**src/rtl/apb_master_bridge.sv**
```systemverilog
`default_nettype none
// ============================================================================
//  Module      : apb_master_bridge
//  Description : APB requester. Accepts one command at a time on a simple
//                valid/ready command port and turns it into an APB
//                SETUP/ACCESS transfer toward one of NUM_SLV peripherals.
//                The slave index is taken from cmd_addr[23:20]; PRDATA and
//                PREADY of the selected slave are muxed back. ACCESS wait
//                states are bounded by a timeout, and every command yields
//                exactly one single-cycle response pulse.
//  Revision    : 1.0 - initial release
// ----------------------------------------------------------------------------
//  Parameters
//    NUM_SLV     number of APB slaves (1..16, index is a 4-bit field)
//    TIMEOUT     max ACCESS cycles with PREADY low before abort (1..255)
//  Ports
//    PCLK        in   1              APB clock
//    PRESETn     in   1              asynchronous active-low reset
//    cmd_valid   in   1              command request
//    cmd_ready   out  1              high while IDLE; accept = valid & ready
//    cmd_write   in   1              1 = write, 0 = read
//    cmd_addr    in   24             [23:20] slave, [19:2] word addr
//    cmd_wdata   in   32             write data
//    rsp_valid   out  1              one-cycle response pulse
//    rsp_rdata   out  32             read data / 0 on write / DEADBEEF on error
//    rsp_err     out  1              timeout or unmapped slave
//    PSEL        out  NUM_SLV        one-hot slave select
//    PADDR       out  18             word address
//    PENABLE     out  1              access phase
//    PWRITE      out  1              write control
//    PWDATA      out  32             write data
//    PRDATA_BUS  in   32*NUM_SLV     slave k read data at [32k+31:32k]
//    PREADY_BUS  in   NUM_SLV        slave k ready at bit k
// ============================================================================
module apb_master_bridge #(
    parameter int NUM_SLV = 16,
    parameter int TIMEOUT = 255
) (
    input  logic                    PCLK,
    input  logic                    PRESETn,
    input  logic                    cmd_valid,
    output logic                    cmd_ready,
    input  logic                    cmd_write,
    input  logic [23:0]             cmd_addr,
    input  logic [31:0]             cmd_wdata,
    output logic                    rsp_valid,
    output logic [31:0]             rsp_rdata,
    output logic                    rsp_err,
    output logic [NUM_SLV-1:0]      PSEL,
    output logic [17:0]             PADDR,
    output logic                    PENABLE,
    output logic                    PWRITE,
    output logic [31:0]             PWDATA,
    input  logic [32*NUM_SLV-1:0]   PRDATA_BUS,
    input  logic [NUM_SLV-1:0]      PREADY_BUS
);

    localparam logic [31:0] c_ERR_DATA     = 32'hDEAD_BEEF;
    // Abort fires on the ACCESS cycle whose increment would reach TIMEOUT.
    localparam logic [7:0]  c_TIMEOUT_LAST = 8'(TIMEOUT - 1);

    typedef enum logic [1:0] {
        S_IDLE   = 2'd0,
        S_SETUP  = 2'd1,
        S_ACCESS = 2'd2
    } state_t;

    // ------------------------------------------------------------------------
    // Registers
    // ------------------------------------------------------------------------
    state_t                 r_state;
    logic [NUM_SLV-1:0]     r_psel;
    logic                   r_penable;
    logic                   r_pwrite;
    logic [17:0]            r_paddr;
    logic [31:0]            r_pwdata;
    logic [7:0]             r_tcnt;
    logic                   r_rsp_valid;
    logic [31:0]            r_rsp_rdata;
    logic                   r_rsp_err;

    // ------------------------------------------------------------------------
    // Next-state / next-output wires
    // ------------------------------------------------------------------------
    state_t                 w_state_nxt;
    logic [NUM_SLV-1:0]     w_psel_nxt;
    logic                   w_penable_nxt;
    logic                   w_pwrite_nxt;
    logic [17:0]            w_paddr_nxt;
    logic [31:0]            w_pwdata_nxt;
    logic [7:0]             w_tcnt_nxt;
    logic                   w_rsp_valid_nxt;
    logic [31:0]            w_rsp_rdata_nxt;
    logic                   w_rsp_err_nxt;

    logic [3:0]             w_cmd_idx;
    logic                   w_cmd_mapped;
    logic [NUM_SLV-1:0]     w_cmd_sel;
    logic                   w_pready;
    logic [31:0]            w_prdata;
    logic                   w_unused_addr_lsb;

    assign w_cmd_idx         = cmd_addr[23:20];
    assign w_cmd_mapped      = (32'(w_cmd_idx) < 32'(NUM_SLV));
    // Byte-lane bits of the command address carry no meaning on APB.
    assign w_unused_addr_lsb = ^cmd_addr[1:0];

    // One-hot decode of the incoming command's slave index.
    for (genvar k = 0; k < NUM_SLV; k++) begin : g_dec
        assign w_cmd_sel[k] = (32'(w_cmd_idx) == k);
    end

    // PSEL is held one-hot for the whole transfer, so it doubles as the
    // read-back mux select; unselected slaves contribute nothing.
    always_comb begin
        w_pready = 1'b0;
        w_prdata = 32'd0;
        for (int k = 0; k < NUM_SLV; k++) begin
            w_pready = w_pready | (r_psel[k] & PREADY_BUS[k]);
            w_prdata = w_prdata | ({32{r_psel[k]}} & PRDATA_BUS[32*k +: 32]);
        end
    end

    // ------------------------------------------------------------------------
    // FSM: state register
    // ------------------------------------------------------------------------
    always_ff @(posedge PCLK or negedge PRESETn) begin
        if (!PRESETn) begin
            r_state     <= S_IDLE;
            r_psel      <= '0;
            r_penable   <= 1'b0;
            r_pwrite    <= 1'b0;
            r_paddr     <= 18'd0;
            r_pwdata    <= 32'd0;
            r_tcnt      <= 8'd0;
            r_rsp_valid <= 1'b0;
            r_rsp_rdata <= 32'd0;
            r_rsp_err   <= 1'b0;
        end else begin
            r_state     <= w_state_nxt;
            r_psel      <= w_psel_nxt;
            r_penable   <= w_penable_nxt;
            r_pwrite    <= w_pwrite_nxt;
            r_paddr     <= w_paddr_nxt;
            r_pwdata    <= w_pwdata_nxt;
            r_tcnt      <= w_tcnt_nxt;
            r_rsp_valid <= w_rsp_valid_nxt;
            r_rsp_rdata <= w_rsp_rdata_nxt;
            r_rsp_err   <= w_rsp_err_nxt;
        end
    end

    // ------------------------------------------------------------------------
    // FSM: next-state and registered-output values
    // ------------------------------------------------------------------------
    always_comb begin
        w_state_nxt     = r_state;
        w_psel_nxt      = r_psel;
        w_penable_nxt   = r_penable;
        w_pwrite_nxt    = r_pwrite;
        w_paddr_nxt     = r_paddr;
        w_pwdata_nxt    = r_pwdata;
        w_tcnt_nxt      = r_tcnt;
        w_rsp_valid_nxt = 1'b0;
        w_rsp_rdata_nxt = r_rsp_rdata;
        w_rsp_err_nxt   = r_rsp_err;

        case (r_state)
            S_IDLE: begin
                if (cmd_valid) begin
                    if (w_cmd_mapped) begin
                        w_state_nxt   = S_SETUP;
                        w_psel_nxt    = w_cmd_sel;
                        w_penable_nxt = 1'b0;
                        w_pwrite_nxt  = cmd_write;
                        w_paddr_nxt   = cmd_addr[19:2];
                        w_pwdata_nxt  = cmd_wdata;
                        w_tcnt_nxt    = 8'd0;
                    end else begin
                        // Unmapped slave: answer immediately, bus untouched.
                        w_rsp_valid_nxt = 1'b1;
                        w_rsp_err_nxt   = 1'b1;
                        w_rsp_rdata_nxt = c_ERR_DATA;
                    end
                end
            end

            S_SETUP: begin
                w_state_nxt   = S_ACCESS;
                w_penable_nxt = 1'b1;
            end

            S_ACCESS: begin
                if (w_pready) begin
                    w_state_nxt     = S_IDLE;
                    w_psel_nxt      = '0;
                    w_penable_nxt   = 1'b0;
                    w_rsp_valid_nxt = 1'b1;
                    w_rsp_err_nxt   = 1'b0;
                    w_rsp_rdata_nxt = r_pwrite ? 32'd0 : w_prdata;
                end else begin
                    w_tcnt_nxt = r_tcnt + 8'd1;
                    if (r_tcnt >= c_TIMEOUT_LAST) begin
                        w_state_nxt     = S_IDLE;
                        w_psel_nxt      = '0;
                        w_penable_nxt   = 1'b0;
                        w_rsp_valid_nxt = 1'b1;
                        w_rsp_err_nxt   = 1'b1;
                        w_rsp_rdata_nxt = c_ERR_DATA;
                    end
                end
            end

            default: begin
                w_state_nxt   = S_IDLE;
                w_psel_nxt    = '0;
                w_penable_nxt = 1'b0;
            end
        endcase
    end

    // ------------------------------------------------------------------------
    // Outputs
    // ------------------------------------------------------------------------
    assign cmd_ready = (r_state == S_IDLE);
    assign rsp_valid = r_rsp_valid;
    assign rsp_rdata = r_rsp_rdata;
    assign rsp_err   = r_rsp_err;
    assign PSEL      = r_psel;
    assign PADDR     = r_paddr;
    assign PENABLE   = r_penable;
    assign PWRITE    = r_pwrite;
    assign PWDATA    = r_pwdata;

endmodule
`default_nettype wire

```
**config.mk**
```make
export PLATFORM = sky130hd
export DESIGN_NAME = apb_master_bridge
export DESIGN_NICKNAME = d
export VERILOG_FILES = /design/src/rtl/apb_master_bridge.sv
export SDC_FILE = /design/constraint.sdc
export NUM_CORES = 1
export LEC_CHECK = 0
export BUFFER_PORTS_ARGS = -buffer_cell sky130_fd_sc_hd__buf_2
export CELL_PAD_IN_SITES_DETAIL_PLACEMENT = 1
export CELL_PAD_IN_SITES_GLOBAL_PLACEMENT = 2
export CORE_AREA = 5 5 269 271
export CTS_CLUSTER_DIAMETER = 150
export DETAILED_ROUTE_END_ITERATION = 7
export DIE_AREA = 0 0 274 276
export GPL_TIMING_DRIVEN = 0
export PLACE_DENSITY_LB_ADDON = 0.1
export SLEW_MARGIN = 20
export SYNTH_ARGS = -nofsm -noshare
export SYNTH_HDL_FRONTEND = slang
export SYNTH_SLANG_ARGS = --single-unit
```
**constraint.sdc**
```tcl
create_clock -name PCLK -period 4.5 [get_ports PCLK]
set_input_delay 0.225 -clock PCLK [delete_from_list [all_inputs] [get_ports PCLK]]
set_output_delay 0.225 -clock PCLK [all_outputs]
set_load 0.05 [all_outputs]
```
After elaboration in Yosys (flattened, before gate mapping)
Cells that the tools add are included.
{ "classes": {"bitwise_logic": 63, "n_reduce_logical": 9, "n_mux": 23, "add_sub_neg": 1, "order_cmp": 1, "n_eq_ne": 20} }
{ "op_table": {"columns": ["op", "count"], "rows": [
  ["AND 32 bit", 16],
  ["bitwise OR 32 bit", 15],
  ["2-to-1 mux 32 bit", 3],
  ["2-to-1 mux 16 bit", 3],
  ["one-hot mux 16 bit (3 select lines)", 1],
  ["== test 4 bit (second input constant)", 8],
  ["AND 1 bit", 16],
  ["== test 4 x 3 -> 1 bit (second input constant)", 4],
  ["2-to-1 mux 8 bit", 2],
  ["one-hot mux 8 bit (2 select lines)", 1],
  ["bitwise OR 1 bit", 15],
  ["adder 8 x 1 -> 8 bit (second input constant)", 1],
  ["== test 4 x 2 -> 1 bit (second input constant)", 2],
  [">= comparator 8 bit (second input constant)", 1],
  ["2-to-1 mux 1 bit", 8],
  ["2-to-1 mux 2 bit", 3],
  ["one-hot mux 2 bit (3 select lines)", 1],
  ["AND reduction 2 bit", 3],
  ["AND reduction 3 bit", 2],
  ["== test 4 x 1 -> 1 bit (second input constant)", 1],
  ["logical NOT 4 bit", 1],
  ["inequality test 2 bit (second input constant)", 2],
  ["nonzero test 2 bit", 2],
  ["inequality test 3 bit (second input constant)", 1],
  ["other kinds (5)", 5]
]} }
{ "totals": {"word_cells": 127, "out_inout_bits": 103, "reg_bits": 112, "in_bits": 588} }

Depth between registers and ports, before layout
Gate-level depths: netlist of run 1.
{ "depth": {"depth_word": 18, "depth_mapped": 9, "mapped_depth_nobuf": 6} }

Worst setup path before layout of run 1
OpenSTA, ideal clock, no wires.
{ "synth_timing": {"path_type": "reg-to-reg", "from": "reg r_state[1]", "to": "reg r_paddr[0] (netlist: PADDR[0])", "t_arrival_ns": 2.434, "period_less_slack_ns": 2.501, "stages_incl_launch_ff": 8, "path_slack_ns": 1.999, "n_path_buf": 2, "cell_sequence": "dfrtp_1 -> nor2_1 -> nand2_1 -> inv_1 -> clkbuf_1 -> buf_1 -> nand2_1 -> nand2_1"} }
{ "synth_via": {"elab_chain_len": 2} }
{ "synth_lines": {"columns": ["item", "line_no", "source"], "rows": [
  ["start, declared", "71", "state_t r_state;"],
  ["start signal, assigned", "140", "r_state <= w_state_nxt;"],
  ["logical NOT 2 bit", null, null],
  ["via cmd_ready", "42", "output logic cmd_ready,"],
  ["AND reduction 2 bit (no source line)", null, null],
  ["end signal, assigned", "144", "r_paddr <= w_paddr_nxt;"],
  ["end, declared", "75", "logic [17:0] r_paddr;"]
]} }
The timed path passes the listed nets, and every way through them passes these cells.
A chain may end at the register's enable or synchronous reset.

Worst setup path after layout of run 1
{ "layout_timing": {"from": "reg r_psel[10] (netlist: PSEL[10])", "to": "reg r_rsp_rdata[1] (netlist: rsp_rdata[1])"} }
{ "layout_via": {"elab_chain_len": 9, "word_cells_on_any_way": 18, "classes_between": "2 x mux; 14 x bitwise; 2 x reduce/logical"} }
{ "layout_lines": {"columns": ["item", "line_no", "source"], "rows": [
  ["start, declared", "72", "logic [NUM_SLV-1:0] r_psel;"],
  ["start signal, assigned", "141", "r_psel <= w_psel_nxt;"],
  ["AND 32 bit / AND 1 bit (equally long branches)", "120, 119", null],
  ["bitwise OR 32 bit / bitwise OR 1 bit (equally long branches) (6 in a row)", "120, 119", null],
  ["2-to-1 mux 32 bit / nonzero test 2 bit (equally long branches)", null, null],
  ["2-to-1 mux 32 bit / AND reduction 2 bit (equally long branches)", null, null],
  ["end signal, assigned", "148", "r_rsp_rdata <= w_rsp_rdata_nxt;"],
  ["end, declared", "79", "logic [31:0] r_rsp_rdata;"]
]} }
Parallel ways exist; a longest one is shown, timed or not.

==> results of run 1 <==
-- worst paths after layout --
check | cells past startpoint | end
worst max register to register | 6 | rsp_rdata[1]
worst min register to register | 2 | PWDATA[31]
min in group asynchronous | 2 | PWDATA[9]
max in group asynchronous | 3 | rsp_rdata[10]
worst min-delay path | 3 | PADDR[13]
worst max-delay path | 6 | rsp_rdata[1]
-- routing by layer --
layer,share of wire,vias to the layer above,global-route usage
met2,0.51,497,0.378
met5,0.0018,-,0
met3,0.077,80,0.0676
met4,0.021,20,0.0532
met1,0.39,5401,0.240
li1,-,4724,-
-- stage by stage --
stage               hold slack [ns]  setup WS [ns]
detailed placement            0.125          0.871
global placement              0.417          0.509
finish                       0.0330          0.963
global route                0.00797          0.869
floorplan                   -0.0706           2.00
CTS                         0.00140          0.837
-- placed cells by master, fill, tap and decap left out, drive strengths merged, types with 23 or more instances in the layout --
cell type	n
a221oi	88
a22o	94
a22oi	88
a31oi	24
and3	27
buf	716
clkbuf	73
dfrtp	111
diode	23
dlygate4sd3	37
nand2	164
o22a	24
-- logic make-up (layout without fill, tap and decap cells) --
group                      after synthesis  after routing  share of synthesized area
other                                    0             23                          0
buffers and inverters                   96            839                     0.0591
adders and majority gates                2              2                    0.00347
AOI/OAI and AO/OA                      358            358                      0.410
and+or+nand+nor                        238            238                      0.143
DFF                                    111            111                      0.385
-- report_power, final --
| part | internal [mW] | switching, mW |
|---|---|---|
| registers | 1.39 | 0.216 |
| logic | 1.09 | 3.09 |
| clock network | 0.458 | 0.469 |
-- state kept, by name, summed over array words and instances (netlist names) --
name	flops
rsp_rdata	32
PSEL	16
rsp_err	1
PWRITE	1
PADDR	18
rsp_valid	1
r_state	2
PWDATA	32
r_tcnt	8
-- critical path: stages (launching register included) --
cell      delay (ns)
dfrtp_1         0.36
clkbuf_1        0.69
clkbuf_1        0.89
clkbuf_2        0.61
a221oi_1        0.17
a31oi_1         0.55
o22a_1          0.19
-- layout make-up --
type                    count  area share
diodes                     23     0.00455
plain buffers              89      0.0335
clock buffers              10      0.0189
clock inverters             6     0.00593
inverters                   7     0.00227
multi-input cells         598       0.317
flip-flops and latches    111       0.219
well taps                 940      0.0929
repair buffers            727       0.306
-- cell usage after synthesis --
cell | count | area share
buf_6 | 7 | 0.011
o21ai_4 | 1 | 0.0023
o32ai_4 | 1 | 0.0038
a32o_1 | 7 | 0.0097
or3_1 | 2 | 0.0017
ha_1 | 2 | 0.0035
a22o_1 | 94 | 0.11
nand2_1 | 164 | 0.085
nand3_1 | 20 | 0.014
buf_1 | 12 | 0.0062
a22oi_2 | 2 | 0.0035
o211ai_1 | 3 | 0.0031
a31oi_1 | 24 | 0.021
dfrtp_1 | 111 | 0.38
nand4_1 | 1 | 0.00087
buf_4 | 1 | 0.0010
o31ai_1 | 5 | 0.0052
o21ai_0 | 3 | 0.0021
or4_1 | 4 | 0.0042
o22a_1 | 24 | 0.029
nor3_1 | 5 | 0.0035
inv_4 | 1 | 0.00087
a21o_1 | 2 | 0.0021
o22ai_1 | 1 | 0.00087
a21oi_1 | 7 | 0.0049
nor2b_1 | 2 | 0.0017
and3_1 | 27 | 0.023
o2bb2ai_1 | 9 | 0.011
a22oi_1 | 86 | 0.089
buf_2 | 6 | 0.0042
a221oi_1 | 88 | 0.11
clkbuf_1 | 63 | 0.033
nor4_1 | 1 | 0.00087
o211a_1 | 1 | 0.0014
or4_4 | 1 | 0.0016
nor2_1 | 11 | 0.0057
inv_1 | 6 | 0.0031
==> flow_summary.toml, run 1 <==
[logic_synthesis]
avgSynthCellArea_um2 = 8.97
yosysSeqAreaShare = 0.385
synth-seq-cells = 111
netlist_area_mm2 = 0.00722
yosysUniqueCellTypes = 37
synth_fp_nets = 1395
postSynthCellCount = 805
yosysWarningCount = 0

[drt]
via_per_inst = 4.27
dr_total_vias = 10722
wl_per_cell_um = 33.3
drt_pre_antenna_iters = 7
drt.antenna.violating_nets = 0
wirelength_um = 83600
drc = 0
drt_iter0_markers = 677

[cells_and_area]
stdcell_count = 2511
final_util = 0.182
nets = 2133
seqCellArea_mm2 = 0.00278
fin_area_mm2 = 0.0127
areaGrowthSynthToFinish_pct = 75.4
multiInputGateArea_mm2 = 0.00401
fillers = 8384
drive_above_1_share = 0.483

[setup_path]
critPathLaunchType = "register"
path_class = "reg -> reg"
reg2reg_setup_slack_ns = 0.96
crit_fanout = 10
startpoint = "PSEL[10]"
endpoint_kind = "register"
timing.rr.start = "PSEL[10]"
cp.required_ns = 4.83
cp_data_arrival_time_ns = 3.87

[placed_design]
portBuffers = 687
place_congestion = 0.858
dp_hpwl_um = 67500
place_area_mm2 = 0.0119
dp_cells = 2435

[clock_network]
cts_tree = "yes"
post_cts_buffers = 0
cts_max_level = 3
cts_sinks = 111
cts_buffer_depth = 2
cts_resized = 0
clkTransAtPathRegs_ns = 0.09
numCtsBuffers = 9
clock_latency_ns = 0.39
cts_hold_repair.buffers = 37
clockRootBuffer = "clkbuf_16"

[die]
die_h_um = 276
fp.dieW_um = 274
die_area_mm2 = 0.0756
initial_core_util = 0.104
rows = 97
ios = 691
core_mm2 = 0.0695

[job]
drv_cap = 0

[global_route]
globalRouteOverflowTotal = 0
grt_pass1_vias = 11783
grt_pass1_wl_um = 109000
grt_antenna_before_repair = 41
grt_max_degree = 78
grtUsageTotal = 0.210

[worst_hold_path]
min-delay-start = "cmd_addr[15]"
min_path_type = "in -> reg"

[timing]
period_needed_ns = 3.54
relSlewSlack = 0.208
rsz0062_at_grt = "false"
setup_viol = 0
setup_tns_ns = 0
fin_crit_sh = 0.786
hold_viol = 0
drv_slew = 0
fmax_mhz = 283
tightest_slew_ns = 1.19
fin_skew_ns = 0.0139

[power_and_ir_drop]
p_total_mw = 6.71
p_leak_nw = 6.09
pwr_density_cell_mw_per_mm2 = 530
ir_drop_v = 0.000245

[outcome]
status = "finished, final reports clean"
Note: power is estimated with default switching activity, not from simulation.
==> inputs of run 2 (changes only) <==
- CORE_AREA: 5 5 269 271 -> 5 5 268 270
- DIE_AREA: 0 0 274 276 -> 0 0 273 275
- clock period: 4.5 -> 3 ns (I/O delays scaled with it)
==> flow_summary.toml, run 2 (synthesis gave the netlist of run 1 again) <==
[worst_hold_path]
min-delay-start = "cmd_addr[22]"
min_path_type = "in -> reg"

[drt]
wirelength_um = 83300
drt_pre_antenna_iters = 5
wl_per_cell_um = 33.1
drc = 0
drt_iter0_markers = 689
via_per_inst = 4.27
dr_total_vias = 10747
drt.antenna.violating_nets = 0

[timing]
setup_tns_ns = 0
fin_crit_sh = 0.985
hold_viol = 0
setup_viol = 0
drv_slew = 0
fmax_mhz = 339
tightest_slew_ns = 1.20
fin_skew_ns = 0.0130
rsz0062_at_grt = "false"
relSlewSlack = 0.203
whs_ns = 0.0652
period_needed_ns = 2.95

[clock_network]
cts_max_level = 3
clkTransAtPathRegs_ns = 0.08
clock_latency_ns = 0.39
cts_buffer_depth = 2
cts_sinks = 111
numCtsBuffers = 9
clockRootBuffer = "clkbuf_16"
cts_tree = "yes"

[cells_and_area]
areaGrowthSynthToFinish_pct = 77.6
fillers = 8329
fin_area_mm2 = 0.0128
drive_above_1_share = 0.486
mostFrequentLayoutCells = "696 x buf_2, 164 x nand2_1, 111 x dfrtp_1"
nets = 2145
mostFrequentLayoutCell = "buf_2"

[global_route]
grt_max_degree = 77
globalRouteOverflowTotal = 0
grtUsageTotal = 0.208
grt_pass1_wl_um = 107000
grt_antenna_before_repair = 47
grt_pass1_vias = 11437

[job]
drv_cap = 0

[setup_path]
path_class = "reg -> reg"
timing.rr.start = "PSEL[5]"
critPathLaunchType = "register"
cpPeakStageDelay_ns = 0.86
crit_fanout = 10
cpMaxStageDelayCell = "clkbuf_1"
crit_chain = "buf_6 -> clkbuf_1 -> buf_2 -> a22oi_1 -> and3_1 -> a31oi_1 -> o22a_1"
critPathBufInv = 3
cp.required_ns = 3.33
endpoint_kind = "register"
cp_data_arrival_time_ns = 3.28
startpoint = "PSEL[5]"
cpLargestDelayFamily = "buffers and inverters"

[outcome]
status = "finished, final reports clean"

[power_and_ir_drop]
p_leak_nw = 6.19
p_total_mw = 10.2
pwr_density_cell_mw_per_mm2 = 793
ir_drop_v = 0.000370

[die]
die_h_um = 275
fp.dieW_um = 273
initial_core_util = 0.104
die_area_mm2 = 0.0751
core_mm2 = 0.0693
ios = 691
rows = 97

[placed_design]
dp_hpwl_um = 66800
portBuffers = 687
place_area_mm2 = 0.0119
place_congestion = 0.873
## run 2: cell types whose count changed in the layout (fill, tap and decap cells not counted), sizes merged, moves of 2 or more
| cell | before | now |
|---|---|---|
| dlygate4sd3 | 37 | 52 |
| diode | 23 | 15 |
| buf | 716 | 712 |
| clkdlybuf4s15 | 0 | 2 |
## run 2: path summary, 6_finish.rpt
check,to,slack (ns),cells after the start
min reg2reg,PWDATA[0],0.48,2
min,PSEL[15],0.07,3
max,rsp_rdata[15],0.05,7
max reg2reg,rsp_rdata[15],0.05,7
max in group asynchronous,PSEL[11],2.00,3
min in group asynchronous,PWDATA[10],0.20,2
## run 2: worst register-to-register path, stage by stage (launching register included)
cell and delay (ns):
dfrtp_1 0.38, buf_6 0.16, clkbuf_1 0.86, buf_2 0.68, a22oi_1 0.19, and3_1 0.22
a31oi_1 0.24, o22a_1 0.17
## run 2: final cells by class
| type | instances | area (um2) | area share |
|---|---|---|---|
| clock buffer | 10 | 229 | 0.0179 |
| buffer | 87 | 443 | 0.0346 |
| multi-input combinational | 598 | 4030 | 0.314 |
| sequential | 111 | 2780 | 0.217 |
| antenna | 15 | 37.5 | 0.00293 |
| clock inverter | 6 | 97.6 | 0.00761 |
| inverter | 7 | 28.8 | 0.00224 |
| timing repair buffer | 741 | 4000 | 0.312 |
| tap | 940 | 1180 | 0.0917 |
## run 2: routing by layer
metal  part of all wire  up-vias  global-route usage
li1                   -     4739                   -
met1               0.39     5348               0.240
met2               0.51      522               0.384
met3              0.081      102              0.0689
met4              0.012       36              0.0303
met5             0.0028        -                   0
## run 2: repair_timing
item                                    in CTS  in global routing
cloned                                       0                  0
resized for setup                           12                  1
endpoints found under the hold margin       86                  0
pin swaps                                    1                  0
endpoints found under the setup margin      33                  4
buffers inserted                             1                  0
hold buffers                                52                  0
## run 2: stage by stage
step,instances,util,worst slack (ns)
after CTS,2500,0.184,0.0205
after global routing,2503,0.185,0.000376
final,2515,0.185,0.0464
after floorplan,805,-,0.499
after detailed placement,2433,0.172,-0.547
after global placement,2432,0.171,-0.962
## run 2: where the power goes
group          leakage (nW)  switching [mW]  internal (mW)
Sequential             1.39           0.341           2.08
Clock                 0.160           0.700          0.751
Combinational          4.64            4.64           1.66
==> inputs of run 3 (changes only) <==
--- a/config.mk
+++ b/config.mk
@@ -14,4 +14,5 @@
 export DIE_AREA = 0 0 273 275
 export GPL_TIMING_DRIVEN = 0
+export MAX_ROUTING_LAYER = met4
 export PLACE_DENSITY_LB_ADDON = 0.1
 export SLEW_MARGIN = 20
==> constraint.sdc (replaced) <==
create_clock -name PCLK -period 3 [get_ports PCLK]
set_input_delay 0.6 -clock PCLK [delete_from_list [all_inputs] [get_ports PCLK]]
set_output_delay 0.6 -clock PCLK [all_outputs]
set_load 0.05 [all_outputs]
==> flow_summary.toml, run 3 (synthesis gave the netlist of run 1 again) <==
[outcome]
status = "finished, final reports clean"

[power_and_ir_drop]
combPwrFrac = 0.618
seq_power_share = 0.240
pwr_density_cell_mw_per_mm2 = 819
clock_power_share = 0.143
p_leak_nw = 5.97
p_int_mw = 4.44
p_total_mw = 10.1
ir_drop_v = 0.000367
power_switching_mw = 5.66
switching_share = 0.560

[setup_path]
worst_r2r_endpoint = "rsp_rdata[28]"
crit_end = "rsp_rdata[28]"
path_class = "reg -> reg"
crit_fanout = 10
cpMaxStageDelayCell = "clkbuf_1"
critPathBufInv = 3
endpoint_kind = "register"
timing.rr.start = "PSEL[5]"
reg2reg_setup_slack_ns = 0.05
crit_chain = "buf_6 -> clkbuf_1 -> buf_2 -> a22oi_1 -> and3_1 -> a31oi_1 -> o22a_1"
cp_data_arrival_time_ns = 3.27
cpPeakStageDelay_ns = 0.85
cpLargestDelayFamily = "buffers and inverters"
startpoint = "PSEL[5]"
cp.required_ns = 3.33
critPathLaunchType = "register"
crit_cells = 7
r2r_cells = 7

[die]
initial_core_util = 0.104
rows = 97
fp.dieW_um = 273
core_mm2 = 0.0693
ios = 691
die_h_um = 275
die_area_mm2 = 0.0751

[cells_and_area]
nets = 2093
mostFrequentLayoutCells = "696 x buf_2, 164 x nand2_1, 111 x dfrtp_1"
final_util = 0.178
areaGrowthSynthToFinish_pct = 70.8
mostFrequentLayoutCell = "buf_2"
drive_above_1_share = 0.503

[clock_network]
clock_latency_ns = 0.39
numCtsBuffers = 9
cts_buffer_depth = 2
cts_max_level = 3
clockRootBuffer = "clkbuf_16"
cts_hold_repair.buffers = 0
cts_tree = "yes"
cts_sinks = 111
clkTransAtPathRegs_ns = 0.09

[placed_design]
place_congestion = 0.887
portBuffers = 687
dp_hpwl_um = 66800

[timing]
tightest_slew_ns = 1.22
fin_skew_ns = 0.0138
whs_ns = 0.0635
hold_viol = 0
fin_crit_sh = 0.982
setup_viol = 0
drv_slew = 0
period_needed_ns = 2.95
fmax_mhz = 340
relSlewSlack = 0.186

[global_route]
grt_pass1_wl_um = 106000
grt_pass1_vias = 11284
grt_antenna_before_repair = 42
grt_max_degree = 77
grtUsageTotal = 0.214
globalRouteOverflowTotal = 0

[drt]
drt_pre_antenna_iters = 5
via_per_inst = 4.27
top_layer_used = "met4"
drt.antenna.violating_nets = 0
drt-met1-wl_um = 33400
drc = 0
dr_total_vias = 10583
met3_length_um = 6450
wirelength_um = 83000
wl_met2_um = 42200
wl_per_cell_um = 33.5
drt_iter0_markers = 642

[job]
drv_cap = 0

[worst_hold_path]
min_path_type = "in -> async"
-- run 3: changes by cell type in the layout (fill, tap and decap cells not counted) --
cell           change
diode_2           +13
dlygate4sd3_1     -52
-- run 3: per-stage QoR --
step           setup slack [ns]  setup TNS, ns  cell area [um2]  cells
2_1_floorplan             0.499              0             7220    805
3_3_place_gp             -0.962         -91.27            11800   2432
3_5_place_dp             -0.547         -11.43            11900   2433
4_1_cts                  0.0205              0            12300   2448
5_1_grt                -0.00118       -0.00118            12300   2474
6_report                 0.0549              0            12300   2476
-- run 3: final cells by class --
type	count	area (um2)
diodes	28	70.1
plain buffers	87	443
clock buffers	10	229
clock inverters	6	97.6
fillers	8361	57000
inverters	7	28.8
multi-input cells	598	4030
flip-flops and latches	111	2780
well taps	940	1180
repair buffers	689	3480
-- run 3: layer usage --
metal  vias to the layer above  global-route usage
li1                       4651                   -
met1                      5348               0.244
met2                       519               0.382
met3                        65              0.0639
met4                         0              0.0268
met5                         -                   -
-- run 3: repair_timing --
action                     CTS  global route
setup endpoints to repair   33             4
setup buffers                1             0
gates resized for setup     12             1
pin swaps                    1             0
-- run 3: worst reg2reg max path, delay by kind of cell (launching register included) --
kind	cells	cell delay (ns)
AO/OA/AOI/OAI	3	0.58
buffers and inverters	3	1.70
flip-flops	1	0.38
AND/OR/NAND/NOR	1	0.22
-- run 3: how the worst min path moves through the flow --
stage	cells after the start	endpoint	startpoint
finish	1	PWDATA[10]	PRESETn
CTS	1	PWDATA[8]	PRESETn
global route	1	PWDATA[10]	PRESETn
floorplan	0	PADDR[0]	PRESETn
global placement	2	PADDR[13]	PADDR[13]
detailed placement	2	PADDR[0]	PADDR[0]
-- run 3: power by group through the flow --
stage	Clock (mW)	Combinational [mW]	Sequential, mW
floorplan	0	1.72	4.41
global placement	0	6.34	2.41
detailed placement	0	6.35	2.43
CTS	1.56	6.35	2.43
global route	1.59	6.59	2.51
finish	1.44	6.24	2.42
